### config.mk
export PLATFORM = sky130hd
export DESIGN_NAME = stopwatch_core
export DESIGN_NICKNAME = d
export VERILOG_FILES = /design/src/rtl/stopwatch_core.sv
export SDC_FILE = /design/constraint.sdc
export NUM_CORES = 1
export LEC_CHECK = 0
export ABC_AREA = 1
export CAP_MARGIN = 15
export CORE_MARGIN = 2
export CORE_UTILIZATION = 48
export DETAILED_ROUTE_END_ITERATION = 6
export PLACE_DENSITY = 0.85
export RECOVER_POWER = 100
export SETUP_SLACK_MARGIN = 0.15
export SLEW_MARGIN = 10
export SYNTH_ARGS = -nofsm -noshare
export SYNTH_HDL_FRONTEND = slang
export SYNTH_SLANG_ARGS = --single-unit
### constraint.sdc
create_clock -name clk_100hz -period 1.3 [get_ports clk_100hz]
set_input_delay 0.13 -clock clk_100hz [delete_from_list [all_inputs] [get_ports clk_100hz]]
set_output_delay 0.13 -clock clk_100hz [all_outputs]
set_load 0.02 [all_outputs]
### src/rtl/stopwatch_core.sv
// Stopwatch core: 100 Hz prescaler, start/pause/lap control FSM, MM:SS BCD counter
// and active-low 7-segment encoders for the four display digits.
//
// state | meaning
// IDLE  | stopped at a cleared time, waiting for start
// RUN   | prescaler and BCD digits advancing
// PAUSE | counting frozen, prescaler phase held for resume
module stopwatch_core #(
  parameter int TICKS_PER_SEC = 100
) (
  input  logic       clk_100hz,
  input  logic       rst,
  input  logic       start_pulse,
  input  logic       lap_pulse,
  output logic [7:0] sec0_dec,
  output logic [7:0] sec1_dec,
  output logic [7:0] min0_dec,
  output logic [7:0] min1_dec,
  output logic       lap_or_not,
  output logic       running,
  output logic       sec_tick
);

  localparam int PW = (TICKS_PER_SEC > 1) ? $clog2(TICKS_PER_SEC) : 1;
  localparam logic [PW-1:0] PRE_LAST = PW'(TICKS_PER_SEC - 1);

  typedef enum logic [1:0] {
    IDLE  = 2'd0,
    RUN   = 2'd1,
    PAUSE = 2'd2
  } state_t;

  state_t        state, next_state;
  logic [PW-1:0] prescaler;
  logic [3:0]    sec0, sec1, min0, min1;
  logic          do_clear;
  logic          do_lap_toggle;
  logic          do_count;
  logic          wrap_sec;

  always_ff @(posedge clk_100hz or negedge rst) begin
    if (!rst) begin
      state   <= IDLE;
      running <= 1'b0;
    end else begin
      state   <= next_state;
      running <= (next_state == RUN);
    end
  end

  // start_pulse has priority; lap_pulse only acts when start_pulse is low
  always_comb begin
    next_state    = state;
    do_clear      = 1'b0;
    do_lap_toggle = 1'b0;
    case (state)
      IDLE: begin
        if (start_pulse)    next_state = RUN;
        else if (lap_pulse) do_clear = 1'b1;
      end
      RUN: begin
        if (start_pulse)    next_state = PAUSE;
        else if (lap_pulse) do_lap_toggle = 1'b1;
      end
      PAUSE: begin
        if (start_pulse) begin
          next_state = RUN;
        end else if (lap_pulse) begin
          do_clear   = 1'b1;
          next_state = IDLE;
        end
      end
      default: next_state = IDLE;
    endcase
  end

  // The edge that leaves RUN does not advance the prescaler, so a pause freezes its phase.
  assign do_count = (state == RUN) && (next_state == RUN);
  assign wrap_sec = do_count && (prescaler == PRE_LAST);

  always_ff @(posedge clk_100hz or negedge rst) begin
    if (!rst) begin
      prescaler <= '0;
      sec_tick  <= 1'b0;
    end else begin
      sec_tick <= wrap_sec;
      if (do_clear || wrap_sec) prescaler <= '0;
      else if (do_count)        prescaler <= prescaler + 1'b1;
    end
  end

  always_ff @(posedge clk_100hz or negedge rst) begin
    if (!rst) begin
      sec0 <= 4'd0;
      sec1 <= 4'd0;
      min0 <= 4'd0;
      min1 <= 4'd0;
    end else if (do_clear) begin
      sec0 <= 4'd0;
      sec1 <= 4'd0;
      min0 <= 4'd0;
      min1 <= 4'd0;
    end else if (wrap_sec) begin
      if (sec0 == 4'd9) begin
        sec0 <= 4'd0;
        if (sec1 == 4'd5) begin
          sec1 <= 4'd0;
          if (min0 == 4'd9) begin
            min0 <= 4'd0;
            if (min1 == 4'd5) min1 <= 4'd0;
            else              min1 <= min1 + 4'd1;
          end else begin
            min0 <= min0 + 4'd1;
          end
        end else begin
          sec1 <= sec1 + 4'd1;
        end
      end else begin
        sec0 <= sec0 + 4'd1;
      end
    end
  end

  always_ff @(posedge clk_100hz or negedge rst) begin
    if (!rst)               lap_or_not <= 1'b1;
    else if (do_clear)      lap_or_not <= 1'b1;
    else if (do_lap_toggle) lap_or_not <= ~lap_or_not;
  end

  function automatic logic [7:0] seg7(input logic [3:0] d);
    case (d)
      4'd0:    seg7 = 8'b00000011;
      4'd1:    seg7 = 8'b10011111;
      4'd2:    seg7 = 8'b00100101;
      4'd3:    seg7 = 8'b00001101;
      4'd4:    seg7 = 8'b10011001;
      4'd5:    seg7 = 8'b01001001;
      4'd6:    seg7 = 8'b01000001;
      4'd7:    seg7 = 8'b00011111;
      4'd8:    seg7 = 8'b00000001;
      4'd9:    seg7 = 8'b00001001;
      default: seg7 = 8'b11111111;
    endcase
  endfunction

  assign sec0_dec = seg7(sec0);
  assign sec1_dec = seg7(sec1);
  assign min0_dec = seg7(min0);
  assign min1_dec = seg7(min1);

endmodule

* Yosys cells after proc, flatten, opt, wreduce, memory -nomap -nowiden
Memory sizes are Yosys's and may differ from the RTL's.
Cells that the tools add are included.
** Word-level totals
- Bits of input ports :: 4
- Memory bits (read-only) :: 448
- Output and inout bits :: 35
- Register bits :: 28
- Logic and storage cells :: 72
- Memories kept :: 4
** Operators by class
- Add/subtract/negate cells :: 5
- Bitwise logic cells :: 1
- Multiplexer cells :: 31
- Eq/ne operators :: 8
- Reduce and logical (&&, ||, !) cells :: 14
** Memory list
- (name not given) :: depth 16, bits a word 7, rd ports 1, clocked after memory_dff 0, write ports 0, RTL line 131 : case (d)
- (name not given) :: depth 16, bits a word 7, rd ports 1, clocked after memory_dff 0, write ports 0, RTL line 131
- (name not given) :: depth 16, bits a word 7, rd ports 1, clocked after memory_dff 0, write ports 0, RTL line 131
- (name not given) :: depth 16, bits a word 7, rd ports 1, clocked after memory_dff 0, write ports 0, RTL line 131
** Operators with widths (number)
- $mux 4 :: 18
- $add 4x1->4 const B :: 4
- $mux 7 :: 2
- $reduce_bool 2->1 :: 6
- $eq 4x3->1 const B :: 2
- $eq 4x4->1 const B :: 2
- $mux 2 :: 4
- $add 7x1->7 const B :: 1
- $eq 7x7->1 const B :: 1
- $mux 1 :: 6
- $pmux 2 s3 :: 1
- $eq 2x1->1 const B :: 2
- $reduce_and 4->1 :: 1
- $reduce_and 3->1 :: 1
- $eq 2x2->1 const B :: 1
- $logic_and 1x1->1 :: 2
- $logic_not 2->1 :: 1
- $reduce_and 2->1 :: 1
- $reduce_or 2->1 :: 1
- $logic_or 1x1->1 :: 1
- $not 1->1 :: 1

* Depth between registers and ports, before layout
Gate-level depths: netlist (run 1).
- Depth after elaboration :: 8
- Mapped depth :: 9

* Least setup slack after synthesis (run 1)
Ideal clock, no wire load.
- Kind :: reg2out
- Start :: register sec0[0]
- End :: output sec0_dec[2]
- Arrival :: 1.561 ns
- Data required time :: 1.170 ns
- Stages on the path, launching flop included :: 4
- Path buffers :: 0
- Path slack :: -0.391 ns
- Path through :: dfrtp_1 inv_1 ha_1 o311ai_0
** On the way
- Longest elaborated chain between the ends :: 1
** Ends and longest elaborated chain
- start, declared :: RTL line 35 : logic [3:0] sec0, sec1, min0, min1;
- start signal, assigned :: RTL line 119 : sec0 <= sec0 + 4'd1;
- $mem_v2 16x7
- end, declared :: RTL line 15 : output logic [7:0] sec0_dec,
No other way between the ends.

* Worst setup path after layout (run 1)
- Start :: register sec0[1]
- End :: register min1[3]
** On the way
- Longest elaborated chain between the ends :: 3
** Ends and longest elaborated chain
- $eq 4x4->1 :: RTL line 104 : if (sec0 == 4'd9) begin
- $reduce_bool 2->1 (no line)
- $reduce_and 4->1 (no line)
- end signal, assigned :: RTL line 111 : else min1 <= min1 + 4'd1;
- end, declared :: RTL line 35
No other way between the ends.
A chain may end at the register's enable or synchronous reset.

==> impl_metrics.yaml, run 1 <==
outcome:
  status: "finished with violations"
  failed_checks: "negative setup slack"
job:
  maxCapViolations: 0
placed_design:
  post-place-ws_ps: -496.5
  globalplace.congestion: 0.8644
  numPortBuffers: 34
  dpl_cell_area_um2: 3491
  dp_hpwl_mm: 4.742
critical_path:
  crit_fanout: 5
  end_kind: "flip-flop"
  worst-path-buf-inv: 3
  r2r_setup_slack_ps: -440
  worstPathArrival_ps: 1970
  cpLargestDelayFamily: "flip-flops"
  max_stage_delay_ps: 480
  required_ps: 1530
  crit_slowest_cell: "dfrtp_2"
  reg2reg_from: "sec0[1]"
  rr_worst_depth: 8
  reg2reg_to: "min1[3]"
  path_cells: "inv_4, ha_4, buf_6, nand3_4, o21ai_4, buf_6, nand4_1, nand2_1"
  cp-start-kind: "flip-flop"
  path_common_cell: "buf_6"
  path_class: "flip-flop to flip-flop"
power_and_ir_drop:
  vdd_drop_max_mv: 1.671
  p_leak_nw: 2.123
  clkPwrFrac_pct: 12.7
  p_sw_w: 0.002645
  power_density_nw_per_um2: 1340
  sequentialPowerShare_pct: 20.4
  combPwrFrac_pct: 66.9
  power.total_w: 0.005967
  p_int_w: 0.003322
  p_sw_share_pct: 44.33
timing:
  period_share_pct: 133.8
  finalSetupViolations: 53
  fin_crit_ps: 1739
  skew_ps: 6.765
  hold_violations: 0
  rsz0062_at_grt: "yes"
  relSlewSlack_pct: 48.44
  max_clock_freq_mhz: 575.1
  drv_slew: 0
  worst_pin_slew_ps: 773.4
  layout_setup_ws_ps: -438.8
route:
  drtIter0Drc: 503
  routedWlPerCell_um: 25.80
  vias_per_cell: 6.855
  drc_errors: 0
  detail-route-antenna-nets: 0
  finalWirelength_mm: 13.31
  vias: 3537
  first_pass_iters: 6
global_route:
  grt_use_met1_pct: 40.14
  grt_start_max_net_pins: 29
  grt_pass1_vias: 2911
  grt_pass1_wl_mm: 14.00
  grt_use_total_pct: 33.51
  grt_util_met2_pct: 60.16
  antenna_found_initial: 0
  globalRoute.busiestLayer: "met2"
  overflow: 0
  use_met3_pct: 4.558
cells_and_area:
  final_nets: 488
  area_delta_synth_final_pct: 93.74
  seqCellArea_um2: 713.2
  layout_common_cells: "buf_4 (88), buf_6 (49), nand2_1 (48)"
  layout_commonest_cell: "buf_4"
  multi_input_area_um2: 2058
  nFillCells: 104
  num_antenna_cells: 0
  drive_gt1_share_pct: 65.37
  final_area_um2: 4453
clock_network:
  numCtsBuffers: 3
  h-tree-depth: 1
  worstSkewPairLatency_ps: 300
  cts.path.max_buffers: 2
  clkSinkCount: 28
  cts_tree: "built"
  cts_root_buf: "clkbuf_8"
  cts_hold_buf: 0
  clkTransAtPathRegs_ps: 120
worst_hold_path:
  min_path_type: "input pin to async pin"
floorplanning:
  rows: 25
  die_w_um: 73.20
  io_pins: 39
  start_util_pct: 49.32
  core_um2: 4661
  die_area_um2: 5358
  dieHeight_um: 73.20
synth:
  synth_ff_type: "dfrtp_1"
  synth_edf_count: 0
  synth_warnings: 0
  synthArstFlopShare_pct: 100.0
  syn-cell-area_um2: 2298
  syn_avg_cell_area_um2: 7.274
  yosysUniqueCellTypes: 34
  syn_inst: 316
  yosysSeqAreaShare_pct: 30.54
  ys_ff_latch: 28
how the worst max path moves through the flow:
stage / cells past startpoint / startpoint / slack [ps] / to
after detailed placement: 6 / min0[0] / -500 / min0_dec[4]
after CTS: 6 / sec0[0] / -300 / sec0_dec[3]
after floorplan: 7 / sec1[1] / -70 / min0[3]
after global routing: 8 / sec0[1] / -540 / min1[3]
final: 8 / sec0[1] / -440 / min1[3]
after global placement: 6 / min0[0] / -440 / min0_dec[4]
cells in the mapped netlist, drive strengths merged, types with 2 or more instances:
library cell | instances | area share, %
nor3 | 2 | 0.44
xor2 | 2 | 0.76
inv | 43 | 7.0
dfrtp | 27 | 29
nand3 | 26 | 7.7
o21ai | 41 | 10
buf | 10 | 3.3
a21oi | 7 | 1.5
nand4 | 14 | 3.8
ha | 21 | 11
nand2 | 87 | 16
nor2 | 25 | 4.4
worst reg2reg max path, delay by kind of cell, from the launching register on:
family          cells  cell delay (ps)
fa+ha+maj           1              180
compound gates      1              270
flops               1              480
buf+inv             3              400
simple gates        3              340
metrics by stage:
stage                     hold WS, ps  util, %  std cells  setup TNS (ps)
after floorplan                -165.6        -        319          -545.2
after global placement          510.3    74.90        474          -14020
after detailed placement        507.1    74.90        474          -16180
after CTS                       199.9    86.71        502           -9718
after global routing            510.3    95.54        516          -18970
final                           425.2    95.54        516          -16720
registers in the layout, indices dropped and copies added, names as in the netlist:
name,count
prescaler,7
min0,4
min1,4
sec0,4
sec1,4
state,2
lap_or_not,1
running,1
sec_tick,1
power by group through the flow:
stage | clock (W) | sequential (W) | combinational, W
3_5_place_dp | 0 | 0.00116 | 0.00259
3_3_place_gp | 0 | 0.00115 | 0.00250
4_1_cts | 0.000704 | 0.00118 | 0.00320
2_1_floorplan | 0 | 0.00121 | 0.00135
6_report | 0.000757 | 0.00122 | 0.00399
5_1_grt | 0.000773 | 0.00122 | 0.00409
layer usage:
layer / share of wire, % / vias up
met5: 0 / -
met4: 11 / 0
met3: 12 / 188
met2: 45 / 401
met1: 32 / 1626
li1: - / 1322
logic make-up after synthesis:
kind of cell	Yosys count	synth area share (%)
and+or+nand+nor	155	32.55
buffers and inverters	55	10.89
adders and majority gates	21	11.43
DFF	28	30.54
other	1	0.1632
AOI/OAI and AO/OA	54	13.66
xor gates and xnor gates	2	0.7623
layout make-up:
cell class	count	share of cell area [%]
Clock buffer	3	0.9272
Clock inverter	1	0.6743
Inverter	44	4.552
Multi-Input combinational cell	237	46.22
Sequential cell	28	16.02
Tap cell	54	1.517
Timing Repair Buffer	149	30.09
what timing repair did:
action,in CTS,in global routing
setup endpoints to repair,55,55
pin swaps,32,47
gates resized for setup,249,96
buffers inserted,23,14
cloned,1,0
Note: power is estimated with default switching activity, not from simulation.
==> run 2: changes to the inputs <==
--- a/config.mk
+++ b/config.mk
@@ -5,7 +5,7 @@
 export SDC_FILE = /design/constraint.sdc
 export NUM_CORES = 1
 export LEC_CHECK = 0
-export ABC_AREA = 1
+export ABC_AREA = 0
 export CAP_MARGIN = 15
 export CORE_MARGIN = 2
 export CORE_UTILIZATION = 48
@@ -13,6 +13,7 @@
 export PLACE_DENSITY = 0.85
 export RECOVER_POWER = 100
 export SETUP_SLACK_MARGIN = 0.15
+export SKIP_CTS_REPAIR_TIMING = 1
 export SLEW_MARGIN = 10
 export SYNTH_ARGS = -nofsm -noshare
 export SYNTH_HDL_FRONTEND = slang
==> impl_metrics.yaml, run 2 <==
cells_and_area:
  seqCellArea_um2: 711.9
  layout_common_cells: "buf_4 (84), buf_6 (37), nand2_1 (19), dfrtp_1 (19), ha_4 (16)"
  drive_gt1_share_pct: 63.89
  final_area_um2: 4109
  area_delta_synth_final_pct: 81.34
  layout_commonest_cell: "buf_4"
  final_nets: 422
  nFillCells: 145
  multi_input_area_um2: 2029
  largest_register_ffs: 7
  num_antenna_cells: 0
  largest-register: "prescaler"
critical_path:
  path_common_cell: "buf_4"
  path_class: "input pin to flip-flop"
  reg2reg_to: "sec1[3]"
  end_kind: "flip-flop"
  required_ps: 1470
  path_cells: "clkdlybuf4s50_1, buf_4, or3b_1, nand2_1, buf_4, o41ai_2"
  r2r_setup_slack_ps: -620
  worstPathArrival_ps: 2090
  max_stage_delay_ps: 480
  cp-start-kind: "input pin"
  rr_worst_depth: 6
  crit_slowest_cell: "clkdlybuf4s50_1"
  reg2reg_from: "sec0[1]"
  crit_fanout: 9
route:
  drc_errors: 0
  vias: 2744
  finalWirelength_mm: 9.548
  first_pass_iters: 4
  drtIter0Drc: 191
  routedWlPerCell_um: 21.31
  detail-route-antenna-nets: 0
  vias_per_cell: 6.125
global_route:
  grt_pass1_vias: 2384
  grt_pass1_wl_mm: 10.45
  grt_start_max_net_pins: 29
  antenna_found_initial: 0
  overflow: 0
  grt_use_total_pct: 24.37
floorplanning:
  core_um2: 4444
  start_util_pct: 50.99
  io_pins: 39
  rows: 24
  die_w_um: 72.71
  die_area_um2: 5286
  dieHeight_um: 72.71
synth:
  synth_warnings: 0
  syn_avg_cell_area_um2: 8.300
  yosysTopAreaCell: "dfrtp_1"
  synth_edf_count: 0
  yosysUniqueCellTypes: 50
  synthMostInstantiatedCell: "nor2_1"
  synth_ff_type: "dfrtp_1"
  syn-cell-area_um2: 2266
  yosysSeqAreaShare_pct: 30.98
  synthTopCellsByArea: "dfrtp_1 (30%), ha_1 (12%), a21oi_1 (6.0%)"
  synth_common_cells: "nor2_1 (34), nand2_1 (28), a21oi_1 (27), dfrtp_1 (27), ha_1 (21)"
  syn_inst: 273
  synthArstFlopShare_pct: 100.0
  ys_ff_latch: 28
  synth_top_cell_area_share_pct: 29.82
power_and_ir_drop:
  power_density_nw_per_um2: 1885
  p_leak_nw: 1.820
  vdd_drop_max_mv: 1.493
outcome:
  failed_checks: "negative setup slack"
  status: "finished with violations"
job:
  maxCapViolations: 0
clock_network:
  clkSinkCount: 28
  clkTransAtPathRegs_ps: 110
  numCtsBuffers: 3
  cts.path.max_buffers: 2
  cts_tree: "built"
  worstSkewPairLatency_ps: 290
  h-tree-depth: 1
  cts_root_buf: "clkbuf_8"
placed_design:
  numPortBuffers: 34
  dpl_cell_area_um2: 3540
  dp_hpwl_mm: 4.851
  globalplace.congestion: 0.8265
timing:
  period_share_pct: 147.7
  relSlewSlack_pct: 50.40
  fin_crit_ps: 1920
  worst_pin_slew_ps: 744.0
  layout_setup_ws_ps: -620.5
  hold_violations: 0
  rsz0062_at_grt: "yes"
  fin_setup_tns_ps: -19710
  drv_slew: 0
  max_clock_freq_mhz: 520.7
  finalSetupViolations: 54
  skew_ps: 6.011
worst_hold_path:
  min_path_type: "input pin to async pin"
==> run 2: changes by cell type after synthesis, moves of 5 or more <==
cell | before | now
nand2_1 | 83 | 28
inv_1 | 39 | 15
o21ai_0 | 34 | 13
a21oi_1 | 7 | 27
nand3_1 | 21 | 9
nand4_1 | 14 | 3
nor2_1 | 24 | 34
clkbuf_1 | 0 | 8
mux2i_1 | 0 | 8
a31oi_1 | 0 | 6
nand2b_1 | 0 | 6
nand3b_1 | 0 | 5
==> run 2: report_power, final <==
part / switching, W / internal (W)
registers: 0.000273 / 0.00107
logic: 0.00299 / 0.00282
clock network: 0.000314 / 0.000273
==> run 2: logic make-up after synthesis <==
kind of cell | after synthesis | share of synthesized area (%)
AOI/OAI and AO/OA | 68 | 20.32
muxes | 9 | 4.031
other | 1 | 0.1655
adders and majority gates | 21 | 11.60
buffers and inverters | 33 | 6.571
xor gates and xnor gates | 5 | 1.933
DFF | 28 | 30.98
and+or+nand+nor | 108 | 24.41
==> run 2: area by class of cell <==
cell class                      instances  share of cell area, %
Inverter                               16                  2.040
Multi-Input combinational cell        215                  49.39
Clock buffer                            4                  1.340
Timing Repair Buffer                  133                  28.32
Sequential cell                        28                  17.33
Tap cell                               52                  1.583
==> run 2: worst max path at each step <==
stage                            start     endpoint  slack (ps)  depth (start not counted)
after floorplan           prescaler[0]      min0[2]        -500                          6
after global placement     start_pulse      min1[0]        -540                          6
after detailed placement   start_pulse      min1[0]        -630                          6
after CTS                      sec0[1]  sec0_dec[4]        -810                          6
after global routing      prescaler[0]      sec0[3]        -630                          7
final                      start_pulse      sec1[3]        -620                          6
==> run 2: per-stage QoR <==
step,hold WS [ps],util [%],worst slack [ps],total power (W),cells
finish,428.5,92.46,-620.5,0.007744,448
global route,490.7,92.46,-634.8,0.008052,448
CTS,208.5,80.88,-812.8,0.006451,430
detailed placement,512.7,79.65,-630.2,0.005888,426
global placement,505.7,79.65,-542.1,0.005713,426
floorplan,-165.6,-,-496.5,0.003923,276
==> run 2: layer usage <==
metal	wire length [µm]	track usage [%]	vias up	share of wire, %
li1	-	-	1195	-
met1	3649	29.47	1376	38
met2	5053	46.36	126	53
met3	458	2.348	47	4.8
met4	386	5.350	0	4.0
met5	0	0	-	0
==> run 2: critical path: cells and delay by family <==
kind | cells | cell delay, ps
buf+inv | 3 | 880
simple gates | 2 | 690
compound gates | 1 | 390
==> run 3: changes to the inputs <==
--- a/config.mk
+++ b/config.mk
@@ -6,7 +6,8 @@
 export NUM_CORES = 1
 export LEC_CHECK = 0
 export ABC_AREA = 0
-export CAP_MARGIN = 15
+export CAP_MARGIN = 20
+export CORE_ASPECT_RATIO = 0.5
 export CORE_MARGIN = 2
 export CORE_UTILIZATION = 48
 export DETAILED_ROUTE_END_ITERATION = 6
==> impl_metrics.yaml, run 3 (synthesized netlist as in run 2, its figures left out) <==
placed_design:
  post-place-ws_ps: -650.8
  numPortBuffers: 34
  globalplace.congestion: 0.8535
  dp_hpwl_mm: 4.863
clock_network:
  clkSinkCount: 28
  numCtsBuffers: 3
  clkTransAtPathRegs_ps: 110
  cts_tree: "built"
  cts.path.max_buffers: 2
  h-tree-depth: 1
  worstSkewPairLatency_ps: 300
  cts_root_buf: "clkbuf_8"
global_route:
  antenna_found_initial: 0
  grt_pass1_vias: 2392
  grt_start_max_net_pins: 29
  grt_pass1_wl_mm: 10.51
  overflow: 0
  grt_use_total_pct: 25.12
route:
  routedWlPerCell_um: 22.44
  vias_per_cell: 6.080
  drtIter0Drc: 244
  first_pass_iters: 6
  finalWirelength_mm: 10.08
  vias: 2730
  detail-route-antenna-nets: 0
  drc_errors: 0
cells_and_area:
  largest_register_ffs: 7
  final_nets: 418
  num_antenna_cells: 0
  area_delta_synth_final_pct: 81.17
  layout_commonest_cell: "buf_4"
  drive_gt1_share_pct: 64.80
  layout_common_cells: "buf_4 (89), buf_6 (29), nand2_1 (19), dfrtp_1 (19), a21oi_2 (16)"
  largest-register: "prescaler"
  nFillCells: 165
timing:
  hold_violations: 0
  period_share_pct: 145.3
  rsz0062_at_grt: "yes"
  fin_crit_ps: 1889
  skew_ps: 9.996
  worst_pin_slew_ps: 758.1
  whs_ps: 424.9
  finalSetupViolations: 52
  relSlewSlack_pct: 49.46
  max_clock_freq_mhz: 529.4
  fin_setup_tns_ps: -20680
  drv_slew: 0
  layout_setup_ws_ps: -588.9
critical_path:
  cp-start-kind: "flip-flop"
  crit_fanout: 5
  reg2reg_from: "sec0[1]"
  end_kind: "flip-flop"
  path_class: "flip-flop to flip-flop"
  max_stage_delay_ps: 520
  path_cells: "inv_2, ha_4, nand3b_1, or4_4, o311ai_4, o41ai_2"
  critPathLaunch: "sec0[1]"
  required_ps: 1480
  worstPathArrival_ps: 2070
  crit_slowest_cell: "or4_4"
floorplanning:
  start_util_pct: 50.73
  dieHeight_um: 52.59
  io_pins: 39
  die_w_um: 101.2
  core_um2: 4467
  rows: 17
  die_area_um2: 5320
job:
  maxCapViolations: 0
power_and_ir_drop:
  power_density_nw_per_um2: 1929
  vdd_drop_max_mv: 1.042
  p_sw_w: 0.003649
  p_sw_share_pct: 46.07
  sequentialPowerShare_pct: 17.6
  p_int_w: 0.004271
  combPwrFrac_pct: 73.3
  clkPwrFrac_pct: 9.2
  p_leak_nw: 1.832
worst_hold_path:
  min_path_type: "input pin to async pin"
outcome:
  failed_checks: "negative setup slack"
  status: "finished with violations"
[run 3: changes by cell type in the layout (fill, tap and decap cells not counted), moves of 3 or more]
cell,change
buf_4,+5
buf_6,-8
clkbuf_1,-3
dlymetal6s2s_1,+3
nor2_4,+3
[run 3: layout make-up]
class                           count  area (µm²)  area share (%)
Clock buffer                        3       41.29           1.006
Clock inverter                      1       30.03          0.7315
Inverter                           16       81.33           1.981
Multi-Input combinational cell    215        2052           49.98
Sequential cell                    28       711.9           17.34
Tap cell                           57       71.32           1.737
Timing Repair Buffer              129        1117           27.22
[run 3: stage by stage]
| step | cells | total power, W | instance area [µm²] | util, % |
|---|---|---|---|---|
| 6_report | 449 | 0.007920 | 4105 | 91.90 |
| 5_1_grt | 449 | 0.008209 | 4105 | 91.90 |
| 4_1_cts | 435 | 0.006644 | 3617 | 80.98 |
| 3_5_place_dp | 431 | 0.005921 | 3546 | 79.38 |
| 3_3_place_gp | 431 | 0.005724 | 3546 | 79.38 |
| 2_1_floorplan | 276 | 0.003923 | 2597 | - |
[run 3: power groups by stage]
stage / Combinational, W / Sequential, W / Clock (W)
floorplan: 0.00259 / 0.00133 / 0
global placement: 0.00442 / 0.00130 / 0
detailed placement: 0.00460 / 0.00132 / 0
CTS: 0.00463 / 0.00130 / 0.000717
global route: 0.00605 / 0.00141 / 0.000747
finish: 0.00580 / 0.00139 / 0.000726
[run 3: worst max-delay path: cells and delay by family (launching register included)]
kind	cells	cell delay, ps
AOI/OAI and AO/OA	2	420
DFF	1	430
and+or+nand+nor	2	650
buffers and inverters	1	120
adders and majority gates	1	140
[run 3: layer usage]
layer | global-route usage (%) | up-vias | share of wire [%]
met4 | 4.505 | 0 | 3.5
met2 | 49.23 | 177 | 49
met5 | 0 | - | 0
met3 | 4.400 | 40 | 6.1
met1 | 29.38 | 1324 | 41
li1 | - | 1189 | -
[run 3: worst paths after layout]
| path | endpoint | slack (ps) | cells past startpoint |
|---|---|---|---|
| setup / recovery | min0[2] | -590 | 6 |
| hold / removal | min0[1] | 420 | 2 |
| setup reg to reg | min0[2] | -590 | 6 |
| hold reg to reg | lap_or_not | 600 | 2 |
| max in group asynchronous | min1[1] | 330 | 2 |
| min in group clk_100hz | lap_or_not | 600 | 2 |
==> edit 1 (config.mk and constraints of run 2) <==
Add an input register stage for `start_pulse` and `lap_pulse`; this delays them by one clock.
--- a/src/rtl/stopwatch_core.sv
+++ b/src/rtl/stopwatch_core.sv
@@ -30,6 +30,14 @@
     PAUSE = 2'd2
   } state_t;
 
+  logic start_pulse_q;
+  logic lap_pulse_q;
+
+  always_ff @(posedge clk_100hz) begin
+    start_pulse_q <= start_pulse;
+    lap_pulse_q   <= lap_pulse;
+  end
+
   state_t        state, next_state;
   logic [PW-1:0] prescaler;
   logic [3:0]    sec0, sec1, min0, min1;
@@ -55,17 +63,17 @@
     do_lap_toggle = 1'b0;
     case (state)
       IDLE: begin
-        if (start_pulse)    next_state = RUN;
-        else if (lap_pulse) do_clear = 1'b1;
+        if (start_pulse_q)    next_state = RUN;
+        else if (lap_pulse_q) do_clear = 1'b1;
       end
       RUN: begin
-        if (start_pulse)    next_state = PAUSE;
-        else if (lap_pulse) do_lap_toggle = 1'b1;
+        if (start_pulse_q)    next_state = PAUSE;
+        else if (lap_pulse_q) do_lap_toggle = 1'b1;
       end
       PAUSE: begin
-        if (start_pulse) begin
+        if (start_pulse_q) begin
           next_state = RUN;
-        end else if (lap_pulse) begin
+        end else if (lap_pulse_q) begin
           do_clear   = 1'b1;
           next_state = IDLE;
         end
Behaviour: not the same (Yosys sat finds a counterexample within 4 cycles, from zero or initial values and one cycle with rst low).
==> edit 1 against run 2 <==
- routed wire length increased by 1.2%
- sequential share of layout area about the same
- critical path depth increased by 2
- area after synthesis increased by 0.88%
- combinational power decreased by 48%
- the flow still finishes with violations (setup timing)
- final cell count increased by 6.9%
- setup slack got worse by 0.015 ns
- utilization increased by 0.70 points
- critical path type is now flip-flop to flip-flop
- design area increased by 5.7%
- power decreased by 35%
- highest routed layer unchanged
- sequential power decreased by 7%
- sequential cell count increased by 2
==> edit 1: results (changes against run 2) <==
- First DRT Iteration DRCs: 220 (+15%)
- R2R depth: 8 (+2)
- Vias/cell: 5.93 (-3.1%)
- Synth async-reset ratio: 93.3% (-6.7 points)
- Failing checks: setup timing
- Critical-path top delay cell: dfrtp_1
- Clk_lat worst skew: 0.29 ns (about the same)
- GR Util All Layers: 24.1% (-0.29 points)
- Fraction of layout cells with a size suffix above 1: 65.2% (+1.3 points)
- Register area share after synthesis: 32.5% (+1.5 points)
- Data arrival time of the worst path: 2.14 ns (+0.05 ns)
- Commonest cells in the netlist: 40 x nor2_1, 30 x nand2_1, 27 x dfrtp_1
- Worst Setup Slack, final: -0.636 ns (-0.0150 ns)
- I/O Buffers: 34 (unchanged)
- Final setup viols: 52 (-3.7%)
- Slew Limit Headroom: 50.1% (-0.28 points)
- Crit path largest cell delay: 0.42 ns (-0.06 ns)
- CP top delay family: simple AND/OR/NAND/NOR gates
- Setup CP Type: flip-flop to flip-flop
- Hold_ws: 0.389 ns (-0.0397 ns)
- Area contributors post-synth: dfrtp_1 30%, ha_1 11%, nor2_1 6.6%
- Lkg Pwr: 1.89 nW (+3.8%)
- Total number of H-tree levels: 2 (+1)
- Crit-path max FO: 5 (-4)
- Initial antenna violation count: 0 (unchanged)
- Worst reg2reg endpoint: min0[2]$_DFFE_PN0P_
- Skew final: 0.00538 ns (-0.000628 ns)
- NumNets Final: 449 (+6.4%)
- Clk slew on worst S/H paths: 0.07 ns (-0.04 ns)
- Global-route wire length before repair: 10100 um (-3.8%)
- Vias in the first global route: 2304 (-3.4%)
- Routed WL: 9670 um (+1.2%)
- Worst VDD drop: 1200 uV (-19%)
- Status: finished with violations
- Worst hold path class: primary input to flip-flop
- GPL Wtd Cong: 0.874 (+5.7%)
- Drt first pass iters: 5 (+1)
- Flop2flop setup slack: -0.64 ns (-0.02 ns)
- Final HPWL DP: 4840 um (-0.17%)
==> edit 1: worst max-delay path by stage <==
stage / to / slack [ns]
final: min0[2]$_DFFE_PN0P_ / -0.64
after floorplan: min1[0]$_DFFE_PN0P_ / -0.39
after CTS: min1_dec[3] / -0.84
after detailed placement: min1_dec[3] / -0.52
after global routing: min0[2]$_DFFE_PN0P_ / -0.67
after global placement: min1_dec[3] / -0.47
==> edit 1: metrics by stage <==
step	setup TNS [ns]	setup WS [ns]	cells	cell area (um^2)
3_3_place_gp	-15.69	-0.467	448	3670
4_1_cts	-28.18	-0.838	456	3760
5_1_grt	-20.27	-0.670	479	4340
2_1_floorplan	-3.41	-0.391	286	2680
6_report	-18.41	-0.636	479	4340
3_5_place_dp	-18.15	-0.522	448	3670
==> edit 1: area by class of cell <==
cell class | instances | area, um^2
fill | 148 | 319
tap | 54 | 67.6
multi-input combinational | 224 | 2110
clock inverter | 1 | 5.00
inverter | 17 | 78.8
clock buffer | 7 | 86.3
sequential | 30 | 753
timing repair buffer | 146 | 1240
==> edit 1: cells by family (layout without fill, tap and decap cells) <==
kind of cell | after synthesis | in the layout | synth area share [%]
AND/OR/NAND/NOR | 117 | 117 | 26.4
AO/OA/AOI/OAI | 68 | 68 | 17.6
buffers and inverters | 32 | 171 | 5.97
flip-flops | 30 | 30 | 32.5
adder cells (fa/ha/maj) | 21 | 21 | 11.5
multiplexers | 8 | 8 | 3.56
XOR/XNOR | 6 | 6 | 2.30
other | 1 | 4 | 0.164
==> edit 1: report_power, final <==
part           internal, W  switching, W
registers          0.00107      0.000183
logic              0.00150       0.00150
clock network     0.000426      0.000368
==> edit 1: layer usage <==
layer	vias up	wire length, um	global-route usage [%]
met3	50	493	5.25
met2	142	5110	44.8
met5	-	0	0
met4	0	427	6.79
met1	1389	3640	27.3
li1	1261	-	-
==> edit 2 (settings of run 2) <==
Without the edit above. The parameter `TICKS_PER_SEC` goes from 100 to 150.
--- a/src/rtl/stopwatch_core.sv
+++ b/src/rtl/stopwatch_core.sv
@@ -6,7 +6,7 @@
 // RUN   | prescaler and BCD digits advancing
 // PAUSE | counting frozen, prescaler phase held for resume
 module stopwatch_core #(
-  parameter int TICKS_PER_SEC = 100
+  parameter int TICKS_PER_SEC = 150
 ) (
   input  logic       clk_100hz,
   input  logic       rst,
Behaviour: same outputs for any inputs over 10 cycles, from zero or initial values and one cycle with rst low; that may be too few to reach the edited logic, so the function may still have changed.
==> edit 2 against run 2 <==
- the flow still finishes with violations (setup timing)
- sequential share of layout area is 0.80 points lower
- first-iteration DRC count is 29% higher
- sequential cell count is 1 higher
- clock skew is 0.0028 ns higher
- area after synthesis is 2.4% higher
- setup slack better by 0.11 ns
- design area is 9.3% higher
- global-route usage is 2.1 points higher
- power is 17% higher
- routed wire length is 20% higher
- highest routed layer unchanged
==> edit 2: results (changes against run 2) <==
- Dpl cell area: 0.00370 mm^2 (+4.6%)
- Skew final: 0.00886 ns (+0.00285 ns)
- Area contributors post-synth: dfrtp_1 30%, ha_1 12%, nor2_1 6.5%
- CP Capture Point: sec1[0]$_DFFE_PN0P_
- Max reg flops: 8 (+1)
- Max Cap Viol: 0 (unchanged)
- Vias: 2988 (+8.9%)
- R2R depth: 7 (+1)
- Failing checks: setup timing
- WHS Endpoint: state[1]$_DFF_PN0_
- Worst Setup Slack, final: -0.508 ns (+0.112 ns)
- Clk slew on worst S/H paths: 0.07 ns (-0.04 ns)
- Register area share after synthesis: 31.3% (+0.34 points)
- Final setup viols: 52 (-3.7%)
- Crit-path max FO: 7 (-2)
- Lkg Pwr: 1.99 nW (+9.2%)
- GR Util All Layers: 26.5% (+2.1 points)
- First DRT Iteration DRCs: 247 (+29%)
- Synth warnings: 0 (unchanged)
- Commonest cells in the netlist: 40 x nor2_1, 28 x a21oi_1, 28 x dfrtp_1
- CTS Sinks: 29 (+3.6%)
- Most used DFF post-synth: dfrtp_1
- FF-to-FF Start: sec0[1]$_DFFE_PN0N_
- Hold path start: start_pulse
- Clock root buffer: clkbuf_8
- Clk_lat worst skew: 0.31 ns (+0.02 ns)
- Worst hold path class: primary input to flip-flop
- Hold path depth: 4
- Worst setup path startpoint: sec0[1]$_DFFE_PN0N_
- Ant. Diodes: 0 (unchanged)
- Fraction of layout cells with a size suffix above 1: 68.2% (+4.4 points)
- Drt first pass iters: 6 (+2)
- Data arrival time of the worst path: 2.03 ns (-0.06 ns)
- I/O Buffers: 34 (unchanged)
- Final HPWL DP: 5190 um (+6.9%)
- Total CTS buffers: 5 (+2)
- Clock tree buffer depth: 2 (unchanged)
- Initial antenna violation count: 0 (unchanged)
- GPL Wtd Cong: 0.830 (+0.38%)
- Fillers: 93 (-36%)
- Total number of H-tree levels: 2 (+1)
- WL per Instance: 24.0 um (+13%)
- Least-Margin Pin Slew: 0.831 ns (+0.0872 ns)
- Status: finished with violations
- Synth async-reset ratio: 100% (unchanged)
- Worst VDD drop: 1750 uV (+17%)
- Vias in the first global route: 2401 (+0.71%)
- Largest net degree at the start of global routing: 30 (+3.4%)
- Yosys cell types: 51 (+2.0%)
- NumNets Final: 447 (+5.9%)
- Global-route wire length before repair: 10900 um (+4.6%)
-- edit 2: cell types whose count changed after synthesis, sizes merged, moves of 3 or more --
cell     change
xor2         +5
nor2         +5
a21oi        +3
nor3         -3
nand4bb      -3
xnor2        -3
-- edit 2: layout make-up --
cell class	count	area share, %
Multi-Input combinational cell	222	49.1
Clock buffer	7	1.92
Tap cell	54	1.50
Inverter	16	1.89
Clock inverter	1	0.669
Timing Repair Buffer	147	28.4
Sequential cell	29	16.5
-- edit 2: worst max-delay path, cell delays in order (launching register included) --
cell and delay [ns]:
dfrtp_1 0.40, inv_2 0.12, ha_4 0.14, and3b_2 0.23
nand4_4 0.17, buf_4 0.23, a211oi_1 0.27, a21o_1 0.17
-- edit 2: cells by family after synthesis --
kind of cell,Yosys count,share of synthesized area [%]
xor+xnor,7,2.64
flops,29,31.3
simple gates,113,25.2
buf+inv,34,6.95
fa+ha+maj,22,11.9
mux,8,3.50
compound gates,68,18.4
other cells,1,0.162
-- edit 2: where the power goes --
group	switching [W]	internal (W)	leakage, nW
sequential	0.000295	0.00113	0.359
clock	0.000402	0.000625	0.0585
combinational	0.00342	0.00320	1.57
-- edit 2: per-layer routing --
metal	GRT usage (%)	vias to the layer above	routed length, um
met5	0	-	0
met4	10.9	0	842
met3	3.57	93	733
met2	47.6	238	5880
met1	31.4	1415	3980
li1	-	1242	-
-- edit 2: metrics by stage --
step	hold slack, ns	instances	utilization, %	worst slack (ns)	TNS (ns)
floorplan	-0.166	285	-	-0.379	-4.20
global placement	0.505	446	78.9	-0.498	-20.13
detailed placement	0.517	446	78.9	-0.599	-23.16
CTS	0.202	454	81.4	-0.827	-26.94
global route	0.409	476	95.7	-0.535	-19.22
finish	0.413	476	95.7	-0.508	-17.73
